File: src/rtl/mmc1_pkg.sv
// Shared types and constants for the MMC1 banked mapper: register codes, mode
// encodings and the reset value of the control register.
package mmc1_pkg;

    typedef enum logic [1:0] {
        MIRROR_SINGLE_LO  = 2'b00,
        MIRROR_SINGLE_HI  = 2'b01,
        MIRROR_VERTICAL   = 2'b10,
        MIRROR_HORIZONTAL = 2'b11
    } mirror_e;

    typedef enum logic [1:0] {
        PRG_MODE_32K_0     = 2'b00,
        PRG_MODE_32K_1     = 2'b01,
        PRG_MODE_FIX_FIRST = 2'b10,
        PRG_MODE_FIX_LAST  = 2'b11
    } prg_mode_e;

    typedef enum logic [1:0] {
        SEL_CONTROL = 2'b00,
        SEL_CHR0    = 2'b01,
        SEL_CHR1    = 2'b10,
        SEL_PRG     = 2'b11
    } reg_sel_e;

    localparam logic [4:0] CONTROL_RST = 5'b01100;
    localparam logic [4:0] BANK_RST    = 5'b00000;
    localparam logic [2:0] LOAD_LAST   = 3'd4;

    function automatic int unsigned min_bits(input int unsigned a, input int unsigned b);
        return (a < b) ? a : b;
    endfunction

endpackage

File: src/rtl/mmc1_banked_mapper_if.sv
// Cartridge-edge bus of the MMC1 mapper: CPU/PPU inputs and ROM/RAM address outputs.
// The master side is the console buses, the slave side is the mapper.
interface mmc1_banked_mapper_if #(
    parameter int unsigned PRG_BITS  = 4,
    parameter int unsigned CHR_BITS  = 5,
    parameter int unsigned WRAM_BITS = 2
);
    logic [1:0]           CPU_A;
    logic                 nCPU_ROMSEL;
    logic                 nCPU_RW;
    logic                 CPU_D0;
    logic                 CPU_D7;
    logic                 PPU_A12;
    logic                 PPU_A11;
    logic                 PPU_A10;
    logic                 CIRAM_A10;
    logic [PRG_BITS-1:0]  PRG_A;
    logic                 nPRG_CE;
    logic [CHR_BITS-1:0]  CHR_A;
    logic [WRAM_BITS-1:0] WRAM_A;
    logic                 nWRAM_CE;

    modport master (
        output CPU_A, nCPU_ROMSEL, nCPU_RW, CPU_D0, CPU_D7, PPU_A12, PPU_A11, PPU_A10,
        input  CIRAM_A10, PRG_A, nPRG_CE, CHR_A, WRAM_A, nWRAM_CE
    );

    modport slave (
        input  CPU_A, nCPU_ROMSEL, nCPU_RW, CPU_D0, CPU_D7, PPU_A12, PPU_A11, PPU_A10,
        output CIRAM_A10, PRG_A, nPRG_CE, CHR_A, WRAM_A, nWRAM_CE
    );

endinterface

File: src/rtl/mmc1_serial_loader.sv
// MMC1 5-write serial loader: consecutive-write filter, 4-bit shift register and
// count. Emits a commit strobe with target/value and a D7-reset strobe.
module mmc1_serial_loader
    import mmc1_pkg::*;
(
    input  logic       clk,
    input  logic       rst_n,
    input  logic       wr_i,
    input  logic [1:0] addr_i,
    input  logic       d0_i,
    input  logic       d7_i,
    output logic       commit_o,
    output reg_sel_e   sel_o,
    output logic [4:0] value_o,
    output logic       d7_rst_o
);

    logic       wr_prev_q;
    logic [3:0] shift_q, shift_d;
    logic [2:0] count_q, count_d;
    logic       accept;

    // The second cycle of a read-modify-write pair sees wr still high and is dropped.
    assign accept = wr_i && !wr_prev_q;

    // NOTE: every combinational output gets a default first so no path infers a latch.
    always_comb begin
        shift_d  = shift_q;
        count_d  = count_q;
        commit_o = 1'b0;
        d7_rst_o = 1'b0;
        sel_o    = reg_sel_e'(addr_i);
        value_o  = {d0_i, shift_q};
        if (accept) begin
            if (d7_i) begin
                d7_rst_o = 1'b1;
                shift_d  = '0;
                count_d  = '0;
            end else if (count_q == LOAD_LAST) begin
                commit_o = 1'b1;
                shift_d  = '0;
                count_d  = '0;
            end else begin
                shift_d = {d0_i, shift_q[3:1]};
                count_d = count_q + 3'd1;
            end
        end
    end

    // NOTE: state registers use non-blocking assignments so all flops sample together.
    always_ff @(negedge clk) begin
        if (!rst_n) begin
            wr_prev_q <= 1'b0;
            shift_q   <= '0;
            count_q   <= '0;
        end else begin
            wr_prev_q <= wr_i;
            shift_q   <= shift_d;
            count_q   <= count_d;
        end
    end

endmodule

File: src/rtl/mmc1_banked_mapper.sv
// MMC1 banked mapper top: register file, PRG/CHR/WRAM banking and mirroring.
// Define MMC1_PRG_OUTER_EN (with PRG_BITS = 5) to drive PRG_A[4] from the CHR bank bit 4.
module mmc1_banked_mapper
    import mmc1_pkg::*;
#(
    parameter int unsigned PRG_BITS  = 4,
    parameter int unsigned CHR_BITS  = 5,
    parameter int unsigned WRAM_BITS = 2
) (
    input  logic                 CPU_M2,
    input  logic                 nRST,
    mmc1_banked_mapper_if.slave  bus
);

    localparam int unsigned PRG_INNER = min_bits(PRG_BITS, 4);

    logic [4:0] control_q, control_d;
    logic [4:0] chr0_q, chr0_d;
    logic [4:0] chr1_q, chr1_d;
    logic [4:0] prg_q, prg_d;

    logic       wr;
    logic       commit;
    reg_sel_e   commit_sel;
    logic [4:0] commit_value;
    logic       d7_rst;

    assign wr = !bus.nCPU_ROMSEL && !bus.nCPU_RW;

    mmc1_serial_loader u_loader (
        .clk      (CPU_M2),
        .rst_n    (nRST),
        .wr_i     (wr),
        .addr_i   (bus.CPU_A),
        .d0_i     (bus.CPU_D0),
        .d7_i     (bus.CPU_D7),
        .commit_o (commit),
        .sel_o    (commit_sel),
        .value_o  (commit_value),
        .d7_rst_o (d7_rst)
    );

    always_comb begin
        control_d = control_q;
        chr0_d    = chr0_q;
        chr1_d    = chr1_q;
        prg_d     = prg_q;
        if (d7_rst) begin
            control_d[3:2] = 2'b11;
        end else if (commit) begin
            unique case (commit_sel)
                SEL_CONTROL: control_d = commit_value;
                SEL_CHR0:    chr0_d    = commit_value;
                SEL_CHR1:    chr1_d    = commit_value;
                SEL_PRG:     prg_d     = commit_value;
                default:     prg_d     = prg_q;
            endcase
        end
    end

    always_ff @(negedge CPU_M2) begin
        if (!nRST) begin
            control_q <= CONTROL_RST;
            chr0_q    <= BANK_RST;
            chr1_q    <= BANK_RST;
            prg_q     <= BANK_RST;
        end else begin
            control_q <= control_d;
            chr0_q    <= chr0_d;
            chr1_q    <= chr1_d;
            prg_q     <= prg_d;
        end
    end

    logic       a14;
    logic [3:0] prg_bank;
    logic [4:0] chr_bank;

    assign a14 = bus.CPU_A[1];

    always_comb begin
        unique case (prg_mode_e'(control_q[3:2]))
            PRG_MODE_FIX_FIRST: prg_bank = a14 ? prg_q[3:0] : 4'h0;
            PRG_MODE_FIX_LAST:  prg_bank = a14 ? 4'hF : prg_q[3:0];
            default:            prg_bank = {prg_q[3:1], a14};
        endcase
    end

    always_comb begin
        if (control_q[4]) begin
            chr_bank = bus.PPU_A12 ? chr1_q : chr0_q;
        end else begin
            chr_bank = {chr0_q[4:1], bus.PPU_A12};
        end
    end

    always_comb begin
        unique case (mirror_e'(control_q[1:0]))
            MIRROR_SINGLE_LO:  bus.CIRAM_A10 = 1'b0;
            MIRROR_SINGLE_HI:  bus.CIRAM_A10 = 1'b1;
            MIRROR_VERTICAL:   bus.CIRAM_A10 = bus.PPU_A10;
            MIRROR_HORIZONTAL: bus.CIRAM_A10 = bus.PPU_A11;
            default:           bus.CIRAM_A10 = 1'b0;
        endcase
    end

    // The outer 256 KB bit sits above the inner bank and is never forced by mode 11.
    generate
        if (PRG_BITS > 4) begin : g_prg_outer
            logic prg_outer;
`ifdef MMC1_PRG_OUTER_EN
            assign prg_outer = (control_q[4] && bus.PPU_A12) ? chr1_q[4] : chr0_q[4];
`else
            assign prg_outer = 1'b0;
`endif
            assign bus.PRG_A = {prg_outer, prg_bank};
        end else begin : g_prg_inner
            assign bus.PRG_A = prg_bank[PRG_INNER-1:0];
        end
    endgenerate

    assign bus.CHR_A    = chr_bank[CHR_BITS-1:0];
    assign bus.WRAM_A   = chr0_q[WRAM_BITS+1:2];
    assign bus.nPRG_CE  = bus.nCPU_ROMSEL || !bus.nCPU_RW;
    assign bus.nWRAM_CE = !(CPU_M2 && bus.nCPU_ROMSEL && bus.CPU_A[1] && bus.CPU_A[0] && !prg_q[4]);

endmodule

File: src/flat_wrapper.sv
// flat-port wrapper written by rule: the top's interface ports become plain ports
module mmc1_banked_mapper_flat import mmc1_pkg::*;
#(
    parameter int unsigned PRG_BITS  = 4,
    parameter int unsigned CHR_BITS  = 5,
    parameter int unsigned WRAM_BITS = 2
)
  (CPU_M2, nRST, bus_CPU_A, bus_nCPU_ROMSEL, bus_nCPU_RW, bus_CPU_D0, bus_CPU_D7, bus_PPU_A12, bus_PPU_A11, bus_PPU_A10, bus_CIRAM_A10, bus_PRG_A, bus_nPRG_CE, bus_CHR_A, bus_WRAM_A, bus_nWRAM_CE);
  mmc1_banked_mapper_if #(.PRG_BITS(PRG_BITS), .CHR_BITS(CHR_BITS), .WRAM_BITS(WRAM_BITS)) bus_i ();
  input  logic CPU_M2;
  input  logic nRST;
  input wire logic [$bits(bus_i.CPU_A)-1:0] bus_CPU_A;
  input wire logic [$bits(bus_i.nCPU_ROMSEL)-1:0] bus_nCPU_ROMSEL;
  input wire logic [$bits(bus_i.nCPU_RW)-1:0] bus_nCPU_RW;
  input wire logic [$bits(bus_i.CPU_D0)-1:0] bus_CPU_D0;
  input wire logic [$bits(bus_i.CPU_D7)-1:0] bus_CPU_D7;
  input wire logic [$bits(bus_i.PPU_A12)-1:0] bus_PPU_A12;
  input wire logic [$bits(bus_i.PPU_A11)-1:0] bus_PPU_A11;
  input wire logic [$bits(bus_i.PPU_A10)-1:0] bus_PPU_A10;
  output wire logic [$bits(bus_i.CIRAM_A10)-1:0] bus_CIRAM_A10;
  output wire logic [$bits(bus_i.PRG_A)-1:0] bus_PRG_A;
  output wire logic [$bits(bus_i.nPRG_CE)-1:0] bus_nPRG_CE;
  output wire logic [$bits(bus_i.CHR_A)-1:0] bus_CHR_A;
  output wire logic [$bits(bus_i.WRAM_A)-1:0] bus_WRAM_A;
  output wire logic [$bits(bus_i.nWRAM_CE)-1:0] bus_nWRAM_CE;
  assign bus_i.CPU_A = bus_CPU_A;
  assign bus_i.nCPU_ROMSEL = bus_nCPU_ROMSEL;
  assign bus_i.nCPU_RW = bus_nCPU_RW;
  assign bus_i.CPU_D0 = bus_CPU_D0;
  assign bus_i.CPU_D7 = bus_CPU_D7;
  assign bus_i.PPU_A12 = bus_PPU_A12;
  assign bus_i.PPU_A11 = bus_PPU_A11;
  assign bus_i.PPU_A10 = bus_PPU_A10;
  assign bus_CIRAM_A10 = bus_i.CIRAM_A10;
  assign bus_PRG_A = bus_i.PRG_A;
  assign bus_nPRG_CE = bus_i.nPRG_CE;
  assign bus_CHR_A = bus_i.CHR_A;
  assign bus_WRAM_A = bus_i.WRAM_A;
  assign bus_nWRAM_CE = bus_i.nWRAM_CE;
  mmc1_banked_mapper #(.PRG_BITS(PRG_BITS), .CHR_BITS(CHR_BITS), .WRAM_BITS(WRAM_BITS)) u_core (.CPU_M2(CPU_M2), .nRST(nRST), .bus(bus_i));
endmodule
File: config.mk
export PLATFORM = sky130hd
export DESIGN_NAME = mmc1_banked_mapper_flat
export DESIGN_NICKNAME = d
export VERILOG_FILES = /design/src/rtl/mmc1_pkg.sv /design/src/rtl/mmc1_banked_mapper_if.sv /design/src/rtl/mmc1_serial_loader.sv /design/src/rtl/mmc1_banked_mapper.sv /design/src/flat_wrapper.sv
export SDC_FILE = /design/constraint.sdc
export NUM_CORES = 1
export LEC_CHECK = 0
export ABC_AREA = 1
export CAP_MARGIN = 10
export CORE_UTILIZATION = 52
export DETAILED_ROUTE_END_ITERATION = 16
export HOLD_SLACK_MARGIN = 0.03
export PLACE_DENSITY_LB_ADDON = 0.05
export SETUP_SLACK_MARGIN = 0.15
export SYNTH_ARGS = -nofsm -noshare
export SYNTH_HDL_FRONTEND = slang
export SYNTH_SLANG_ARGS = --single-unit
File: constraint.sdc
create_clock -name CPU_M2 -period 1.5 [get_ports CPU_M2]
set_input_delay 0.3 -clock CPU_M2 [delete_from_list [all_inputs] [get_ports CPU_M2]]
set_output_delay 0.3 -clock CPU_M2 [all_outputs]
set_load 0.005 [all_outputs]
==> results of run 1 <==
==> repair_timing <==
item / 4_1_cts
setup buffers: 13
setup endpoints to repair: 44
cloned: 5
gates resized for setup: 144
pin swaps: 25
==> through the flow <==
step	instance area (sq um)	TNS (ns)	setup WS [ns]	hold WS, ns	instances
CTS	2549	-11.30	-1.033	0.4829	338
detailed placement	2027	-32.05	-0.8963	0.4700	287
floorplan	1530	-9.338	-0.3133	0.3728	205
global placement	2027	-30.92	-0.8504	0.4560	287
==> kinds of logic after synthesis <==
logic type      share of synthesized area [%]
simple gates                            33.84
buf+inv                                 11.05
compound gates                          12.90
flops                                   37.52
fa+ha+maj                               1.675
mux                                     3.015
==> qor.tcl, run 1 <==
set qor(status) {aborted with a tool error}
set qor(outcome.stop_stage) {global routing (5_1_grt)}
set qor(stop_error) {[ERROR DPL-0038] Utilization greater than 100%, impossible to legalize}
set qor(ys_seq_area_share_pct) 37.52
set qor(core.rowCount) 19
set qor(synth_instances) 205
set qor(yosys-top-cells-count) {35 x sky130_fd_sc_hd__nand2_1, 29 x sky130_fd_sc_hd__nor2_1, 28 x sky130_fd_sc_hd__dfxtp_1}
set qor(synth_ff_type) {sky130_fd_sc_hd__dfxtp_1}
set qor(ys_warn_count) 0
set qor(synthesis_stage_register_bit_count) 28
set qor(die_width_microns) 55.60
set qor(mappedNetlistArea_sq_um) 1494
set qor(die_extent_in_y_microns) 55.60
set qor(io_buffer_count) 24
set qor(synth_largest_area_cell) {sky130_fd_sc_hd__dfxtp_1}
set qor(ys_async_sr_fraction_pct) 0
set qor(number_of_enable_type_register_cells_in_the_synthesized_netlist) 0
set qor(initial_core_util_pct) 54.65
set qor(synth_most_common_cell) {sky130_fd_sc_hd__nand2_1}
set qor(gp_routability_congestion) 0.8115
set qor(post_synth.cell_area_avg_sq_um) 7.287
set qor(post_synth_main_area_contributors) {sky130_fd_sc_hd__dfxtp_1 38%, sky130_fd_sc_hd__nand2_1 8.8%, sky130_fd_sc_hd__nand3_1 8.0%}
set qor(globalroute.repair_timing.worst_endpoint) {bus_CHR_A[2]}
set qor(synth_nets) 218
set qor(worst_endpoint_kind) {output port}
set qor(pin_count_of_the_biggest_net_entering_global_routing) 15
set qor(yosys.cell_types.count) 24
set qor(top_level_port_count) 25
set qor(dp_hpwl_microns) 2470
set qor(cts.hold.buffers_added) 0
set qor(synth_largest_type_area_fraction_pct) 37.52
==> inputs of run 2 (changes only) <==
Settings changed: CORE_UTILIZATION 52 to 40, HOLD_SLACK_MARGIN 0.03 to not set, PLACE_DENSITY_LB_ADDON 0.05 to 0.15, SETUP_SLACK_MARGIN 0.15 to not set.
==> run 2 against run 1 <==
Effect of this change: area after synthesis is the same; synthesized cell count stayed put; the flow now finishes, with violations (setup timing).
==> qor.tcl, run 2 <==
set qor(synth_largest_area_cell) {sky130_fd_sc_hd__dfxtp_1} ;# unchanged
set qor(synthesis_stage_register_bit_count) 28 ;# unchanged
set qor(antenna_violating_nets_post_route) 0
set qor(power_mw) 1.961
set qor(antenna_diode_count) 0
set qor(routed_wire_length_per_instance_microns) 14.23
set qor(die_extent_in_y_microns) 63.12 ;# was 55.60 microns
set qor(power_density_nw_per_um2) 709.5
set qor(cp_slowest_stage_delay_ns) 0.35
set qor(synth_ff_type) {sky130_fd_sc_hd__dfxtp_1} ;# unchanged
set qor(commonest_cells_after_routing_fill_and_taps_aside) {46 x sky130_fd_sc_hd__inv_1, 29 x sky130_fd_sc_hd__buf_6, 29 x sky130_fd_sc_hd__buf_4, 22 x sky130_fd_sc_hd__nor2_1, 21 x sky130_fd_sc_hd__nand2_1}
set qor(num_vias) 1795
set qor(global_route.usage.met1_pct) 26.08
set qor(ys_warn_count) 0 ;# unchanged
set qor(gp_routability_congestion) 0.8016 ;# was 0.8115
set qor(yosys-top-cells-count) {35 x sky130_fd_sc_hd__nand2_1, 29 x sky130_fd_sc_hd__nor2_1, 28 x sky130_fd_sc_hd__dfxtp_1} ;# unchanged
set qor(number_of_antenna_violations_at_the_first_check_in_global_routing) 0
set qor(grt_most_used_layer) {met2}
set qor(timing.slew.headroom_pct) 74.62
set qor(cp.arrival_ns) 2.19
set qor(initial_core_util_pct) 43.07 ;# was 54.65%
set qor(violations) {setup timing}
set qor(yosys.cell_types.count) 24 ;# unchanged
set qor(worst-slew-pin-transition_ns) 0.3802
set qor(ys_seq_area_share_pct) 37.52 ;# unchanged
set qor(cap_violations) 0
set qor(startpoint_type) {flop}
set qor(setup_total_negative_slack_ns) -11.06
set qor(crit_path_cell_trace) {nand2_4, buf_6, mux2_4, buf_6}
set qor(io_buffer_count) 24 ;# unchanged
set qor(fin_skew_ns) 0.02538
set qor(post_synth_main_area_contributors) {sky130_fd_sc_hd__dfxtp_1 38%, sky130_fd_sc_hd__nand2_1 8.8%, sky130_fd_sc_hd__nand3_1 8.0%} ;# unchanged
set qor(global_routing_met3_resource_utilization_pct) 8.877
set qor(worst-endpoint-required_ns) 1.20
set qor(end_kind) {output port}
set qor(dp_hpwl_microns) 2413 ;# was 2470 microns
set qor(wl_microns) 5037
set qor(via_count_of_the_first_global_routing_pass) 1774
set qor(clkSlewWorstSetupHoldPaths_ns) 0.06
set qor(insertion_delay_ns) 0.49
set qor(nNetsFinal) 323
set qor(vias_per_cell) 5.071
set qor(report.final.slew_viol_count) 0
set qor(die_area_sq_um) 3984
set qor(r2r_slack_ns) 0.01
set qor(criticalPathCategory) {reg2out}
set qor(pin_count_of_the_biggest_net_entering_global_routing) 15
set qor(critPathSlowestCell) {sky130_fd_sc_hd__dfxtp_2}
set qor(post_synth.cell_area_avg_sq_um) 7.287 ;# unchanged
set qor(number_of_enable_type_register_cells_in_the_synthesized_netlist) 0 ;# unchanged
set qor(synth_most_common_cell) {sky130_fd_sc_hd__nand2_1} ;# unchanged
set qor(design.core.area_sq_um) 3468
set qor(commonest_non_fill_non_tap_cell_in_the_layout) {sky130_fd_sc_hd__inv_1}
set qor(areaGrowthSynthToFinish_pct) 85.01
set qor(power.leakage_nw) 1.322
set qor(synth_instances) 205 ;# unchanged
set qor(min_path_type) {reg2reg}
set qor(status) {complete, but fails checks} ;# was aborted with a tool error
set qor(top_level_port_count) 25 ;# unchanged
set qor(met2_capacity_usage_during_global_routing_pct) 40.86
set qor(ys_async_sr_fraction_pct) 0 ;# unchanged
set qor(synth_nets) 218 ;# unchanged
set qor(detail_route.drc_violations) 0
set qor(vdd_drop_max_v) 0.0008794
set qor(die_width_microns) 63.12 ;# was 55.60 microns
set qor(cts.hold.buffers_added) 0 ;# unchanged
set qor(grt_setup_unrepaired) {true}
set qor(finalHoldViolCount) 0
set qor(global_route_wire_length_before_repair_microns) 7541
set qor(post-route-worst-setup-slack_ns) -0.9925
set qor(synth_largest_type_area_fraction_pct) 37.52 ;# unchanged
set qor(worst_path_most_repeated_cell) {sky130_fd_sc_hd__buf_6}
set qor(mappedNetlistArea_sq_um) 1494 ;# unchanged
set qor(grt-ovfl-total) 0
set qor(layout_cells_sized_above_1_pct) 55.52
set qor(finalSetupViolCount) 30
set qor(core.rowCount) 21 ;# was 19
set qor(detailedRoute.firstIterationViolations) 68
set qor(clock_tree_from_tritoncts) {yes}
set qor(grt_usage_pct) 24.03
set qor(critical_path.max_fanout) 4
set qor(firstDrtPassIters) 4
[run 2: cell counts after synthesis]
Identical to the previous run, type by type.
[run 2: path summary, 6_finish.rpt]
path | from | endpoint | cells past startpoint
min reg2reg | u_core.u_loader.shift_q[2] | u_core.control_q[2] | 2
max | u_core.control_q[4] | bus_CHR_A[3] | 4
min | u_core.u_loader.shift_q[2] | u_core.control_q[2] | 2
max reg2reg | u_core.u_loader.count_q[0] | u_core.control_q[4] | 8
[run 2: cell type report]
class                   count  area (sq um)
clock buffers               7         87.58
clock inverters            28         105.1
fillers                   232         704.4
inverters                  23         92.59
multi-input cells         144          1080
flip-flops and latches     28         575.6
well taps                  46         57.56
repair buffers             78         765.7
[run 2: power breakdown]
part	internal, mW	total [mW]	switching, mW
Combinational	0.121	0.260	0.139
Clock	0.452	0.949	0.497
Sequential	0.749	0.752	0.00247
Total	1.32	1.96	0.638
[run 2: repair_timing]
item                                   4_1_cts  5_1_grt
cloned                                       4        0
pin swaps                                   28       31
gates resized for setup                    137       49
endpoints found under the hold margin        0        0
buffers inserted                            16        4
setup endpoints to repair                   44       37
[run 2: layer usage]
metal | wire length (microns) | share of wire [%]
met1 | 2011 | 40
met2 | 2672 | 53
met3 | 212 | 4.2
met4 | 141 | 2.8
met5 | 0 | 0
[run 2: cells by family (layout without fill, tap and decap cells)]
logic type / count (synthesis) / in the layout / share of synthesized area [%]
compound gates: 31 / 31 / 12.90
fa+ha+maj: 2 / 2 / 1.675
buf+inv: 33 / 136 / 11.05
flops: 28 / 28 / 37.52
mux: 4 / 4 / 3.015
simple gates: 107 / 107 / 33.84
[run 2: per-stage QoR]
stage	std cells	util [%]	worst slack, ns	instance area (sq um)	hold slack [ns]
after floorplan	205	-	-0.3133	1530	0.3728
after global placement	302	59.34	-0.9316	2058	0.4635
after detailed placement	302	59.34	-0.9471	2058	0.4681
after CTS	354	74.75	-0.9638	2592	0.4667
after global routing	354	79.69	-1.035	2764	0.4920
final	354	79.69	-0.9925	2764	0.4508
[run 2: critical path: cells and delay by family, from the launching register on]
family / cells / cell delay (ns)
buffers and inverters: 2 / 0.25
DFF: 1 / 0.35
muxes: 1 / 0.30
and+or+nand+nor: 1 / 0.08
Power figures use the tool's default switching activity.
==> inputs of run 3 (changes only) <==
Settings changed: CORE_MARGIN set to 3, PLACE_DENSITY_LB_ADDON 0.15 to 0.08.
==> run 3 against run 2 <==
Effect of this change: the run still ends with setup timing left; design area about the same; sequential power about the same; flip-flop and latch count unchanged; setup slack improved by 0.063 ns; clock power decreased by 2%; die area increased by 13%; critical path depth increased by 3; hold slack improved by 0.023 ns; critical path type unchanged; highest routed layer unchanged.
==> qor.tcl, run 3 (synthesis gave the netlist of run 2 again) <==
set qor(status) {complete, but fails checks} ;# unchanged
set qor(violations) {setup timing} ;# unchanged
set qor(global_route.usage.met1_pct) 19.37 ;# was 26.08%
set qor(global_route_wire_length_before_repair_microns) 7293 ;# was 7541 microns
set qor(worst-endpoint-required_ns) 1.20 ;# about the same
set qor(net_switching_power_of_the_design_uw) 618.7 ;# was 638.3 uW
set qor(layout_cells_sized_above_1_pct) 54.28 ;# was 55.52%
set qor(final-seq-area_sq_um) 575.6 ;# unchanged
set qor(gp_routability_congestion) 0.7579 ;# was 0.8016
set qor(fin_skew_ns) 0.02162 ;# was 0.02538 ns
set qor(grt_most_used_layer) {met2} ;# unchanged
set qor(worst_setup_path_startpoint) {u_core.control_q[3]} ;# was u_core.control_q[4]
set qor(commonest_non_fill_non_tap_cell_in_the_layout) {sky130_fd_sc_hd__inv_1} ;# unchanged
set qor(antenna_violating_nets_post_route) 0 ;# unchanged
set qor(die_extent_in_y_microns) 67.12 ;# was 63.12 microns
set qor(antenna_diode_count) 0 ;# unchanged
set qor(number_of_antenna_violations_at_the_first_check_in_global_routing) 0 ;# unchanged
set qor(fin_cells) 350 ;# was 354
set qor(num_vias) 1776 ;# was 1795
set qor(routed_wire_length_per_instance_microns) 14.23 ;# about the same
set qor(commonest_cells_after_routing_fill_and_taps_aside) {47 x sky130_fd_sc_hd__inv_1, 34 x sky130_fd_sc_hd__buf_4, 24 x sky130_fd_sc_hd__nand2_1, 23 x sky130_fd_sc_hd__nor2_1, 20 x sky130_fd_sc_hd__dfxtp_1} ;# was 46 x sky130_fd_sc_hd__inv_1, 29 x sky130_fd_sc_hd__buf_6, 29 x sky130_fd_sc_hd__buf_4, 22 x sky130_fd_sc_hd__nor2_1, 21 x sky130_fd_sc_hd__nand2_1
set qor(hold_start) {u_core.prg_q[3]} ;# was u_core.u_loader.shift_q[2]
set qor(pin_count_of_the_biggest_net_entering_global_routing) 15 ;# unchanged
set qor(cap_violations) 0 ;# unchanged
set qor(core.rowCount) 21 ;# unchanged
set qor(combined_area_of_the_multi_input_logic_cells_sq_um) 1129 ;# was 1080 sq um
set qor(final.fill_count) 226 ;# was 232
set qor(power_density_nw_per_um2) 696.1 ;# was 709.5 nW/um^2
set qor(insertion_delay_ns) 0.48 ;# was 0.49 ns
set qor(firstDrtPassIters) 4 ;# unchanged
set qor(netSwitchingFraction_pct) 32.13 ;# was 32.55%
set qor(worst-r2r-cell-count) 8 ;# unchanged
set qor(cp.arrival_ns) 2.13 ;# was 2.19 ns
set qor(areaGrowthSynthToFinish_pct) 85.18 ;# was 85.01%
set qor(via_count_of_the_first_global_routing_pass) 1784 ;# was 1774
set qor(grt-ovfl-total) 0 ;# unchanged
set qor(finalSetupViolCount) 34 ;# was 30
set qor(cell_count_post_placement) 302 ;# unchanged
set qor(worst_hold_path.num_cells) 2 ;# unchanged
set qor(top_level_port_count) 25 ;# unchanged
set qor(report.final.slew_viol_count) 0 ;# unchanged
set qor(end_kind) {output port} ;# unchanged
set qor(initial_core_util_pct) 43.07 ;# unchanged
set qor(io_buffer_count) 24 ;# unchanged
set qor(detailedRoute.firstIterationViolations) 87 ;# was 68
set qor(combPwrFrac_pct) 12.5 ;# was 13.3%
set qor(finalHoldViolCount) 0 ;# unchanged
set qor(criticalPathCategory) {reg2out} ;# unchanged
set qor(worst-slew-pin-transition_ns) 0.2986 ;# was 0.3802 ns
set qor(critical_path.max_fanout) 3 ;# was 4
set qor(die_area_sq_um) 4504 ;# was 3984 sq um
set qor(clkSlewWorstSetupHoldPaths_ns) 0.05 ;# was 0.06 ns
set qor(min_path_type) {reg2reg} ;# unchanged
set qor(clock_tree_from_tritoncts) {yes} ;# unchanged
set qor(grt_setup_unrepaired) {true} ;# unchanged
set qor(design.core.area_sq_um) 3468 ;# unchanged
set qor(nNetsFinal) 319 ;# was 323
set qor(clock_power_share_pct) 48.4 ;# about the same
set qor(cts.hold.buffers_added) 0 ;# unchanged
set qor(power_mw) 1.926 ;# was 1.961 mW
set qor(met2_capacity_usage_during_global_routing_pct) 40.37 ;# was 40.86%
set qor(setup_total_negative_slack_ns) -11.48 ;# was -11.06 ns
set qor(seqPwrFrac_pct) 39.1 ;# was 38.3%
set qor(timing.slew.headroom_pct) 80.07 ;# was 74.62%
set qor(wl_microns) 4979 ;# was 5037 microns
set qor(vdd_drop_max_v) 0.0005339 ;# was 0.0008794 V
set qor(post-route-worst-setup-slack_ns) -0.9296 ;# was -0.9925 ns
set qor(vias_per_cell) 5.074 ;# was 5.071
set qor(r2r-start) {u_core.u_loader.count_q[0]} ;# unchanged
set qor(startpoint_type) {flop} ;# unchanged
set qor(global_routing_met3_resource_utilization_pct) 7.420 ;# was 8.877%
set qor(die_width_microns) 67.12 ;# was 63.12 microns
set qor(internal-power_mw) 1.307 ;# was 1.323 mW
set qor(dp_hpwl_microns) 2497 ;# was 2413 microns
set qor(power.leakage_nw) 1.289 ;# was 1.322 nW
set qor(grt_usage_pct) 21.65 ;# was 24.03%
set qor(detail_route.drc_violations) 0 ;# unchanged
-- run 3: cell count changes in the layout (fill, tap and decap cells not counted), moves of 2 or more --
| cell | change |
|---|---|
| sky130_fd_sc_hd__a21oi_1 | -3 |
| sky130_fd_sc_hd__a21oi_4 | +2 |
| sky130_fd_sc_hd__buf_4 | +5 |
| sky130_fd_sc_hd__buf_6 | -14 |
| sky130_fd_sc_hd__buf_8 | +3 |
| sky130_fd_sc_hd__clkdlybuf4s15_2 | +2 |
| sky130_fd_sc_hd__nand2_1 | +3 |
| sky130_fd_sc_hd__nand2_4 | -3 |
| sky130_fd_sc_hd__nand3_2 | -2 |
| sky130_fd_sc_hd__nand3_4 | +3 |
-- run 3: timing repair --
item	4_1_cts	5_1_grt
gates resized for setup	127	47
endpoints found under the hold margin	0	0
setup endpoints to repair	44	37
buffers inserted	9	5
gates cloned	4	1
pin swaps	22	31
-- run 3: path summary, 6_finish.rpt --
path / to / slack (ns)
max reg2reg: u_core.control_q[0] / 0.03
min: u_core.prg_q[3] / 0.47
max: bus_PRG_A[2] / -0.93
min reg2reg: u_core.prg_q[3] / 0.47
-- run 3: power groups by stage --
stage / Combinational [mW] / Clock [mW] / Sequential [mW]
after floorplan: 0.0864 / 0.121 / 0.767
after global placement: 0.189 / 0.128 / 0.768
after detailed placement: 0.195 / 0.128 / 0.768
after CTS: 0.215 / 0.954 / 0.756
after global routing: 0.260 / 1.08 / 0.750
final: 0.242 / 0.932 / 0.753
-- run 3: per-layer routing --
metal | vias to the layer above | wire, microns
met5 | - | 0
met4 | 0 | 89
met3 | 12 | 199
met2 | 48 | 2775
met1 | 858 | 1915
li1 | 858 | -
-- run 3: stage by stage --
step           utilization (%)  setup slack [ns]  hold WS (ns)  cell area, sq um
3_5_place_dp             59.34           -0.8936        0.4719              2058
2_1_floorplan                -           -0.3133        0.3728              1530
3_3_place_gp             59.34           -0.8627        0.4644              2058
5_1_grt                  79.76            -1.029        0.4869              2766
4_1_cts                  73.30           -0.9412        0.4708              2542
6_report                 79.76           -0.9296        0.4734              2766
-- run 3: final cells by class --
class                      instances  area share, %
clock buffer                       7          3.166
clock inverter                    28          3.799
inverter                          23          3.121
multi-input combinational        145          40.80
sequential                        28          20.81
tap                               46          2.081
timing repair buffer              73          26.23
-- run 3: worst max-delay path: stages, from the launching register on --
cell and delay (ns):
sky130_fd_sc_hd__dfxtp_2 0.35, sky130_fd_sc_hd__inv_2 0.05, sky130_fd_sc_hd__nor2_4 0.09, sky130_fd_sc_hd__nand2_2 0.07, sky130_fd_sc_hd__buf_6 0.12, sky130_fd_sc_hd__o21ai_2 0.05
sky130_fd_sc_hd__inv_1 0.05, sky130_fd_sc_hd__buf_2 0.12
==> inputs of run 4 (changes only) <==
Settings changed: CORE_AREA set to 3 3 64 66, CORE_MARGIN 3 to not set, CORE_UTILIZATION 40 to not set, DIE_AREA set to 0 0 67 69, MAX_ROUTING_LAYER set to met4, SLEW_MARGIN set to 20.
==> run 4 against run 3 <==
Effect of this change: the flow still finishes with violations (setup timing); power fell by 0.89%; hold slack improved by 0.0078 ns; cell count fell by 0.29%; critical endpoint is now bus_CHR_A[4].
==> qor.tcl, run 4 (synthesis gave the netlist of run 2 again) <==
set qor(detail_route.drc_violations) 0 ;# unchanged
set qor(initial_core_util_pct) 41.12 ;# was 43.07%
set qor(cts.hold.buffers_added) 0 ;# unchanged
set qor(nNetsFinal) 315 ;# was 319
set qor(design.core.area_sq_um) 3633 ;# was 3468 sq um
set qor(finalSetupViolCount) 31 ;# was 34
set qor(gp_routability_congestion) 0.7455 ;# was 0.7579
set qor(worst-endpoint-required_ns) 1.20 ;# about the same
set qor(insertion_delay_ns) 0.48 ;# about the same
set qor(report.final.slew_viol_count) 0 ;# unchanged
set qor(clock_tree_from_tritoncts) {yes} ;# unchanged
set qor(min_path_type) {reg2reg} ;# unchanged
set qor(cp.arrival_ns) 2.09 ;# was 2.13 ns
set qor(setup_total_negative_slack_ns) -10.70 ;# was -11.48 ns
set qor(areaGrowthSynthToFinish_pct) 71.11 ;# was 85.18%
set qor(routed_wire_length_per_instance_microns) 12.91 ;# was 14.23 microns
set qor(wl_microns) 4505 ;# was 4979 microns
set qor(via_count_of_the_first_global_routing_pass) 1736 ;# was 1784
set qor(timing.slew.headroom_pct) 76.13 ;# was 80.07%
set qor(vias_per_cell) 4.905 ;# was 5.074
set qor(grt_setup_unrepaired) {true} ;# unchanged
set qor(cap_violations) 0 ;# unchanged
set qor(critical_path_buf_inv_count) 1 ;# was 4
set qor(layout_cells_sized_above_1_pct) 47.84 ;# was 54.28%
set qor(core.rowCount) 22 ;# was 21
set qor(worst-slew-pin-transition_ns) 0.3573 ;# was 0.2986 ns
set qor(grt-ovfl-total) 0 ;# unchanged
set qor(fin_skew_ns) 0.01443 ;# was 0.02162 ns
set qor(startpoint_type) {flop} ;# unchanged
set qor(die_extent_in_y_microns) 69 ;# was 67.12 microns
set qor(crit_path_cell_trace) {nand2_4, mux2_4, buf_6} ;# was inv_2, nor2_4, nand2_2, buf_6, o21ai_2, inv_1, buf_2
set qor(antenna_violating_nets_post_route) 0 ;# unchanged
set qor(post-route-worst-setup-slack_ns) -0.8915 ;# was -0.9296 ns
set qor(top_level_port_count) 25 ;# unchanged
set qor(power_density_nw_per_um2) 746.6 ;# was 696.1 nW/um^2
set qor(pin_count_of_the_biggest_net_entering_global_routing) 17 ;# was 15
set qor(commonest_non_fill_non_tap_cell_in_the_layout) {sky130_fd_sc_hd__inv_1} ;# unchanged
set qor(finalHoldViolCount) 0 ;# unchanged
set qor(criticalPathCategory) {reg2out} ;# unchanged
set qor(die_area_sq_um) 4623 ;# was 4504 sq um
set qor(vdd_drop_max_v) 0.0006029 ;# was 0.0005339 V
set qor(grt_usage_pct) 19.61 ;# was 21.65%
set qor(end_kind) {output port} ;# unchanged
set qor(clkSlewWorstSetupHoldPaths_ns) 0.04 ;# was 0.05 ns
set qor(firstDrtPassIters) 4 ;# unchanged
set qor(global_route_wire_length_before_repair_microns) 7003 ;# was 7293 microns
set qor(critical-path-top-delay-family) {flip-flops} ;# unchanged
set qor(critPathSlowestCell) {sky130_fd_sc_hd__dfxtp_2} ;# unchanged
set qor(status) {complete, but fails checks} ;# unchanged
set qor(antenna_diode_count) 0 ;# unchanged
set qor(cp_slowest_stage_delay_ns) 0.35 ;# about the same
set qor(detailedRoute.firstIterationViolations) 81 ;# was 87
set qor(power.leakage_nw) 1.255 ;# was 1.289 nW
set qor(dp_hpwl_microns) 2577 ;# was 2497 microns
set qor(critical_path.max_fanout) 5 ;# was 3
set qor(num_vias) 1712 ;# was 1776
set qor(commonest_cells_after_routing_fill_and_taps_aside) {48 x sky130_fd_sc_hd__inv_1, 30 x sky130_fd_sc_hd__buf_4, 25 x sky130_fd_sc_hd__nor2_1, 23 x sky130_fd_sc_hd__nand2_1} ;# was 47 x sky130_fd_sc_hd__inv_1, 34 x sky130_fd_sc_hd__buf_4, 24 x sky130_fd_sc_hd__nand2_1, 23 x sky130_fd_sc_hd__nor2_1, 20 x sky130_fd_sc_hd__dfxtp_1
set qor(number_of_antenna_violations_at_the_first_check_in_global_routing) 0 ;# unchanged
set qor(die_width_microns) 67 ;# was 67.12 microns
set qor(violations) {setup timing} ;# unchanged
set qor(io_buffer_count) 24 ;# unchanged
set qor(placement.setup.worst_slack_ns) -0.8766 ;# was -0.8936 ns
## run 4: cell types whose count changed in the layout (fill, tap and decap cells not counted), sizes merged
cell	delta
inv	+1
buf	-1
clkdlybuf4s15	-2
clkbuf	-1
## run 4: per-layer routing
layer / vias up / GRT usage, % / part of all wire (%) / wire length [microns]
met5: - / - / 0 / 0
met1: 804 / 18.32 / 36 / 1643
li1: 848 / - / - / -
met4: 0 / 10.36 / 1.2 / 54
met2: 53 / 33.30 / 57 / 2583
met3: 7 / 7.980 / 5.0 / 224
## run 4: path summary, 6_finish.rpt
path                              start  slack (ns)                  end  cells after the start
min reg2reg  u_core.u_loader.shift_q[3]        0.48  u_core.control_q[3]                      2
max reg2reg  u_core.u_loader.count_q[0]        0.07     u_core.chr0_q[0]                      9
max                 u_core.control_q[4]       -0.89         bus_CHR_A[4]                      3
min          u_core.u_loader.shift_q[3]        0.48  u_core.control_q[3]                      2
## run 4: area by class of cell
cell class              instances  area (sq um)
clock buffers                   7         87.58
repair buffers                 69         648.1
clock inverters                29         111.4
inverters                      23         86.33
flip-flops and latches         28         574.3
multi-input cells             145         988.4
fillers                       298          1077
well taps                      48         60.06
## run 4: worst reg2reg max path: stages, from the launching register on
cell                      delay [ns]
sky130_fd_sc_hd__dfxtp_1        0.32
sky130_fd_sc_hd__inv_1          0.06
sky130_fd_sc_hd__ha_1           0.23
sky130_fd_sc_hd__nand3_4        0.12
sky130_fd_sc_hd__nor2_8         0.05
sky130_fd_sc_hd__buf_6          0.13
sky130_fd_sc_hd__buf_16         0.13
sky130_fd_sc_hd__buf_6          0.11
sky130_fd_sc_hd__a21oi_2        0.12
sky130_fd_sc_hd__nor2_2         0.04
## run 4: timing repair
action | 4_1_cts | 5_1_grt
pin swaps | 16 | 24
resized for setup | 110 | 43
setup buffers | 8 | 6
endpoints found under the setup margin | 44 | 32
gates cloned | 4 | 0
## run 4: where the power goes
part	switching [mW]	internal (mW)	total, mW
clock	0.474	0.461	0.935
combinational	0.123	0.0980	0.221
sequential	0.00243	0.750	0.752
## run 4: per-stage QoR
step / instances / total power [mW] / util [%] / hold WS [ns] / area, sq um
2_1_floorplan: 205 / 0.9750 / - / 0.3728 / 1530
3_5_place_dp: 301 / 1.089 / 55.75 / 0.4748 / 2026
3_3_place_gp: 301 / 1.084 / 55.75 / 0.4680 / 2026
5_1_grt: 349 / 2.107 / 70.35 / 0.4989 / 2556
4_1_cts: 347 / 1.936 / 66.84 / 0.4902 / 2429
6_report: 349 / 1.909 / 70.35 / 0.4812 / 2556
